===== src/rtl/dac_mcp4921_pkg.sv =====
// Shared constants for the MCP4921 DAC driver: FSM state encodings,
// command-word configuration bits and the command-word builder.
package dac_mcp4921_pkg;

  // FSM state encodings (fixed values keep the encoding stable for legacy tools)
  localparam logic [2:0] ST_IDLE  = 3'd0;
  localparam logic [2:0] ST_SETUP = 3'd1;
  localparam logic [2:0] ST_SHIFT = 3'd2;
  localparam logic [2:0] ST_HOLD  = 3'd3;
  localparam logic [2:0] ST_GAP   = 3'd4;
  localparam logic [2:0] ST_LDAC  = 3'd5;
  localparam logic [2:0] ST_DONE  = 3'd6;

  // MCP4921 command nibble: DAC A, unbuffered VREF, gain 1x, output active
  localparam logic CFG_CHANNEL = 1'b0;
  localparam logic CFG_BUFFER  = 1'b0;
  localparam logic CFG_GAIN    = 1'b1;
  localparam logic CFG_SHDN    = 1'b1;

  // Assemble the 16-bit SPI word sent MSB first
  function automatic logic [15:0] build_word(input logic [11:0] code);
    return {CFG_CHANNEL, CFG_BUFFER, CFG_GAIN, CFG_SHDN, code};
  endfunction

endpackage


===== src/rtl/dac_mcp4921_clk_div_tick.sv =====
// Divider producing a one-cycle tick every CLK_DIV cycles. A restart puts the
// count back to zero so the first tick lands CLK_DIV cycles after the restart.
module clk_div_tick #(
  parameter int CLK_DIV = 30
) (
  input  logic clk,
  input  logic reset,
  input  logic restart,
  output logic tick
);

  localparam logic [7:0] LAST = 8'(CLK_DIV - 1);

  logic [7:0] cnt_r;
  logic [7:0] cnt_nxt_s;
  logic       tick_r;

  // Next count: restart wins, otherwise wrap at LAST
  always_comb begin
    cnt_nxt_s = 8'd0;
    if (restart) begin
      cnt_nxt_s = 8'd0;
    end else if (cnt_r == LAST) begin
      cnt_nxt_s = 8'd0;
    end else begin
      cnt_nxt_s = cnt_r + 8'd1;
    end
  end

  // Count register and registered tick (high while the count sits at LAST)
  always_ff @(posedge clk) begin
    if (reset) begin
      cnt_r  <= 8'd0;
      tick_r <= 1'b0;
    end else begin
      cnt_r  <= cnt_nxt_s;
      tick_r <= (cnt_nxt_s == LAST);
    end
  end

  assign tick = tick_r;

endmodule


===== src/rtl/dac_mcp4921.sv =====
// MCP4921 12-bit SPI DAC driver. One latch request sends one 16-bit frame
// (SPI mode 0,0), then pulses LDAC to update the analog output. Requests that
// arrive while a frame is in flight are kept in a one-deep, newest-wins slot.
module dac_mcp4921
  import dac_mcp4921_pkg::*;
#(
  parameter int CLK_DIV  = 30,
  parameter int LDAC_LEN = 4
) (
  input  logic        clk,
  input  logic        reset,
  input  logic        latch,
  input  logic [11:0] value,
  output logic        cs_dac,
  output logic        clk_dac,
  output logic        sdo_dac,
  output logic        ldac_dac,
  output logic        busy,
  output logic        done
);

  localparam logic [7:0] LDAC_LAST = 8'(LDAC_LEN - 1);

  logic [2:0]  state_r;
  logic        cs_r;
  logic        sclk_r;
  logic        sdo_r;
  logic        ldac_r;
  logic        busy_r;
  logic        done_r;
  logic [14:0] shift_r;
  logic [3:0]  bit_cnt_r;
  logic [7:0]  ldac_cnt_r;
  logic        pend_valid_r;
  logic [11:0] pend_val_r;

  logic        start_s;
  logic [11:0] start_val_s;
  logic [15:0] start_word_s;
  logic        tick_s;

  // Frame start: fresh request in IDLE, or any queued/coincident request at DONE.
  // A latch in the DONE cycle is newer than the pending slot, so it wins.
  always_comb begin
    start_s      = 1'b0;
    start_val_s  = 12'd0;
    if (state_r == ST_IDLE) begin
      start_s = latch;
    end else if (state_r == ST_DONE) begin
      start_s = latch | pend_valid_r;
    end else begin
      start_s = 1'b0;
    end
    if (latch) begin
      start_val_s = value;
    end else begin
      start_val_s = pend_val_r;
    end
    start_word_s = build_word(start_val_s);
  end

  clk_div_tick #(
    .CLK_DIV (CLK_DIV)
  ) u_tick (
    .clk     (clk),
    .reset   (reset),
    .restart (start_s),
    .tick    (tick_s)
  );

  // One-deep pending request slot, newest wins, cleared when a frame starts
  always_ff @(posedge clk) begin
    if (reset) begin
      pend_valid_r <= 1'b0;
      pend_val_r   <= 12'd0;
    end else if (start_s) begin
      pend_valid_r <= 1'b0;
    end else if (latch && (state_r != ST_IDLE)) begin
      pend_valid_r <= 1'b1;
      pend_val_r   <= value;
    end else begin
      pend_valid_r <= pend_valid_r;
    end
  end

  // Frame sequencer: SETUP -> 16 bits of SHIFT -> HOLD -> GAP -> LDAC -> DONE
  always_ff @(posedge clk) begin
    if (reset) begin
      state_r    <= ST_IDLE;
      cs_r       <= 1'b1;
      sclk_r     <= 1'b0;
      sdo_r      <= 1'b0;
      ldac_r     <= 1'b1;
      busy_r     <= 1'b0;
      done_r     <= 1'b0;
      shift_r    <= 15'd0;
      bit_cnt_r  <= 4'd0;
      ldac_cnt_r <= 8'd0;
    end else if (start_s) begin
      state_r    <= ST_SETUP;
      cs_r       <= 1'b0;
      sclk_r     <= 1'b0;
      sdo_r      <= start_word_s[15];
      shift_r    <= start_word_s[14:0];
      busy_r     <= 1'b1;
      done_r     <= 1'b0;
      ldac_r     <= 1'b1;
      bit_cnt_r  <= 4'd0;
      ldac_cnt_r <= 8'd0;
    end else begin
      done_r <= 1'b0;
      case (state_r)
        ST_IDLE: begin
          busy_r <= 1'b0;
        end
        ST_SETUP: begin
          if (tick_s) begin
            state_r <= ST_SHIFT;
            sclk_r  <= 1'b1;
          end
        end
        ST_SHIFT: begin
          if (tick_s) begin
            if (sclk_r) begin
              // Falling edge: present the next bit, the DAC samples on the rise
              sclk_r <= 1'b0;
              if (bit_cnt_r != 4'd15) begin
                sdo_r   <= shift_r[14];
                shift_r <= {shift_r[13:0], 1'b0};
              end
            end else if (bit_cnt_r == 4'd15) begin
              state_r <= ST_HOLD;
            end else begin
              sclk_r    <= 1'b1;
              bit_cnt_r <= bit_cnt_r + 4'd1;
            end
          end
        end
        ST_HOLD: begin
          if (tick_s) begin
            state_r <= ST_GAP;
            cs_r    <= 1'b1;
            sdo_r   <= 1'b0;
          end
        end
        ST_GAP: begin
          if (tick_s) begin
            state_r    <= ST_LDAC;
            ldac_r     <= 1'b0;
            ldac_cnt_r <= 8'd0;
          end
        end
        ST_LDAC: begin
          if (ldac_cnt_r == LDAC_LAST) begin
            state_r <= ST_DONE;
            ldac_r  <= 1'b1;
            done_r  <= 1'b1;
          end else begin
            ldac_cnt_r <= ldac_cnt_r + 8'd1;
          end
        end
        ST_DONE: begin
          state_r <= ST_IDLE;
          busy_r  <= 1'b0;
        end
        default: begin
          state_r <= ST_IDLE;
          cs_r    <= 1'b1;
          sclk_r  <= 1'b0;
          sdo_r   <= 1'b0;
          ldac_r  <= 1'b1;
          busy_r  <= 1'b0;
        end
      endcase
    end
  end

  assign cs_dac   = cs_r;
  assign clk_dac  = sclk_r;
  assign sdo_dac  = sdo_r;
  assign ldac_dac = ldac_r;
  assign busy     = busy_r;
  assign done     = done_r;

endmodule


===== config.mk =====
export PLATFORM = sky130hd
export DESIGN_NAME = dac_mcp4921
export DESIGN_NICKNAME = d
export VERILOG_FILES = /design/src/rtl/dac_mcp4921_pkg.sv /design/src/rtl/dac_mcp4921_clk_div_tick.sv /design/src/rtl/dac_mcp4921.sv
export SDC_FILE = /design/constraint.sdc
export NUM_CORES = 1
export LEC_CHECK = 0
export ABC_AREA = 0
export BUFFER_PORTS_ARGS = -buffer_cell sky130_fd_sc_hd__buf_2
export CAP_MARGIN = 20
export CORE_UTILIZATION = 59
export DETAILED_ROUTE_END_ITERATION = 7
export GPL_TIMING_DRIVEN = 0
export PLACE_DENSITY = 0.79
export SLEW_MARGIN = 20
export SYNTH_ARGS = -nofsm -noshare
export SYNTH_HDL_FRONTEND = slang
export SYNTH_SLANG_ARGS = --single-unit

===== constraint.sdc =====
create_clock -name clk -period 2.79 [get_ports clk]
set_clock_uncertainty 0.1 [all_clocks]
set_input_delay 0.1395 -clock clk [delete_from_list [all_inputs] [get_ports clk]]
set_output_delay 0.1395 -clock clk [all_outputs]
set_load 0.01 [all_outputs]

==> results.yml <==
global_routing:
  first_global_vias: 2384
  gr-total-overflow: 0
  antenna_found_initial: 0
  grt_max_degree: 11
  grt_pass1_wl_um: 10800
  grt_usage_pct: 27.8
cells_and_area:
  nets: 352
  final_common_cell: "dfxtp_1"
  post_route_cells_drive_above_1_share_pct: 15.1
  area_growth_pct: 18.1
  antenna_cells: 0
  fillers: 328
  final_cell_mix: "58 x dfxtp_1, 37 x nor2_1, 26 x mux2i_1, 25 x a21oi_1, 22 x buf_2"
timing:
  hold_viol_final: 0
  setup_ws_ns: 0.714
  grt_setup_unrepaired: "no"
  period_share_pct: 74.4
  fmax_mhz: 482
  worst_slew_pin_slew_ns: 0.549
  setup_tns_ns: 0
  relSlewSlack_pct: 62.9
  slew_violations: 0
  fin_crit_ns: 2.08
  setup_viol: 0
detailed_routing:
  wl_met2_um: 2920
  dr_wl_met3_um: 282
  wl_um: 6160
  via_count: 2307
  wl_per_cell_um: 15.8
  ant_nets: 0
  met1Wirelength_um: 2890
  highest_layer: "met4"
  first_pass_iters: 4
  drt_iter0_markers: 138
  detail_route.vias_per_cell: 5.92
  drc_errors: 0
place:
  hpwl_um: 3900
  dp_worst_setup_slack_ns: 0.745
  io_buffer_count: 18
  place.gp.congestion: 0.815
clock_tree:
  cts_max_level: 3
  cts_buffers: 9
  clock_latency_ns: 0.33
  numClockSinks: 58
  cts.reportedPaths.clkPinSlew_ns: 0.07
  root_buffer: "clkbuf_8"
  cts_tree: "built"
  postCtsSetupBuffers: 0
  clk_path_buf_depth: 2
power_and_ir_drop:
  power.leakage_nw: 1.26
  power_density_mw_per_mm2: 581
  ir_drop_mv: 0.378
worst_hold_path:
  hp-class: "input pin to flip-flop"
synth:
  synth_seq_cells: 58
  yosys_warnings: 0
  synth_ff_type: "dfxtp_1"
  synth_top_cell_by_area: "dfxtp_1"
  ys_types: 50
  syn-mean-instance-area_um2: 9.29
  synth-edff-count: 0
  ys_top_cells_by_area: "dfxtp_1 43%, mux2i_1 9.6%, nor2_1 5.1%"
  yosysSeqAreaShare_pct: 42.8
  synthesis.area_mm2: 0.00271
  syn_nets: 311
  synthCells: 292
  synth_top_area_share_pct: 42.8
  ys_async_sr_fraction_pct: 0
setup_path:
  critPathCaptureType: "flip-flop"
  crit_path_end: "shift_r[8]"
  start_kind: "flip-flop"
  arrival_ns: 2.20
  r2r_slack_ns: 0.71
  critPathKind: "flip-flop to flip-flop"
  r2r-end: "shift_r[8]"
  rr_worst_depth: 6
  r2r_start: "bit_cnt_r[0]"
  worstSetupStartpoint: "bit_cnt_r[0]"
  critPathMaxFanout: 10
  cp.required_ns: 2.91
floorplanning:
  core_mm2: 0.00438
  start_util_pct: 61.9
  die_h_um: 69.8
  die_w_um: 69.8
  rows: 24
  dieArea_mm2: 0.00487
  ios: 21
flow_run:
  max_cap_violations: 0
run_status:
  status: "finished, final reports clean"
Yosys cell counts, drive strengths merged (5+ instances only):
library cell / number
a21oi: 25
buf: 12
clkbuf: 6
dfxtp: 58
inv: 8
mux2i: 26
nand2: 19
nand3: 10
nor2: 37
nor3: 7
o21ai: 10
o221a: 12
or3: 5
xnor2: 11
kinds of logic (layout without fill, tap and decap cells):
kind of cell,count (synthesis),in the layout,share of synthesized area (%)
fa+ha+maj,4,4,1.85
xor+xnor,14,14,4.52
mux,27,27,10.0
buf+inv,26,72,5.44
simple gates,96,96,17.8
flops,58,58,42.8
compound gates,67,67,17.6
cell type report:
| class | instances | area (um^2) | area share (%) |
|---|---|---|---|
| clock buffer | 15 | 186 | 5.82 |
| tap | 52 | 65.1 | 2.03 |
| buffer | 18 | 118 | 3.67 |
| timing repair buffer | 30 | 210 | 6.56 |
| clock inverter | 1 | 30.0 | 0.937 |
| inverter | 8 | 30.0 | 0.937 |
| sequential | 58 | 1160 | 36.2 |
| multi-input combinational | 208 | 1400 | 43.8 |
critical path, stage by stage (launching register included):
cell     delay (ns)
dfxtp_1        0.34
ha_1           0.25
a311o_1        0.42
or3_1          0.34
buf_6          0.15
buf_8          0.14
o221a_1        0.24
routing by layer:
| layer | up-vias | track usage [%] |
|---|---|---|
| li1 | 1144 | - |
| met1 | 1099 | 35.5 |
| met2 | 59 | 44.4 |
| met3 | 5 | 7.12 |
| met4 | 0 | 11.8 |
| met5 | - | 0 |
power by group:
| part | leakage (nW) | switching (mW) | internal, mW | total, mW |
|---|---|---|---|---|
| combinational | 0.678 | 0.0823 | 0.0739 | 0.156 |
| sequential | 0.472 | 0.0183 | 0.857 | 0.876 |
| clock | 0.110 | 0.318 | 0.511 | 0.829 |
state kept, by name, summed over array words and instances, names as in the netlist, 3 cells and up:
name / cells
ldac_cnt_r: 8
pend_val_r: 12
bit_cnt_r: 4
state_r: 3
shift_r: 15
u_tick.cnt_r: 8
repair_timing:
| action | 4_1_cts | 5_1_grt |
|---|---|---|
| endpoints found under the setup margin | 0 | 0 |
| gates resized for setup | 0 | 0 |
| hold endpoints to repair | 12 | 0 |
| hold buffers | 12 | 0 |
stage by stage:
stage | std cells | cell area (um^2) | util [%] | power (mW) | hold WS, ns
after global routing | 390 | 3200 | 73.1 | 1.93 | 0.291
after floorplan | 292 | 2710 | - | 0.990 | 0.183
after detailed placement | 362 | 2870 | 65.4 | 1.03 | 0.296
after global placement | 362 | 2870 | 65.4 | 1.03 | 0.285
final | 390 | 3200 | 73.1 | 1.86 | 0.260
after CTS | 390 | 3200 | 73.1 | 1.87 | 0.244
worst min path at each step:
stage,start,to,depth (start not counted)
floorplan,value[0],pend_val_r[0],2
global placement,value[11],pend_val_r[11],3
detailed placement,value[1],pend_val_r[1],3
CTS,latch,shift_r[1],4
global route,latch,shift_r[1],4
finish,latch,shift_r[1],4
Note: power is estimated with default switching activity, not from simulation.
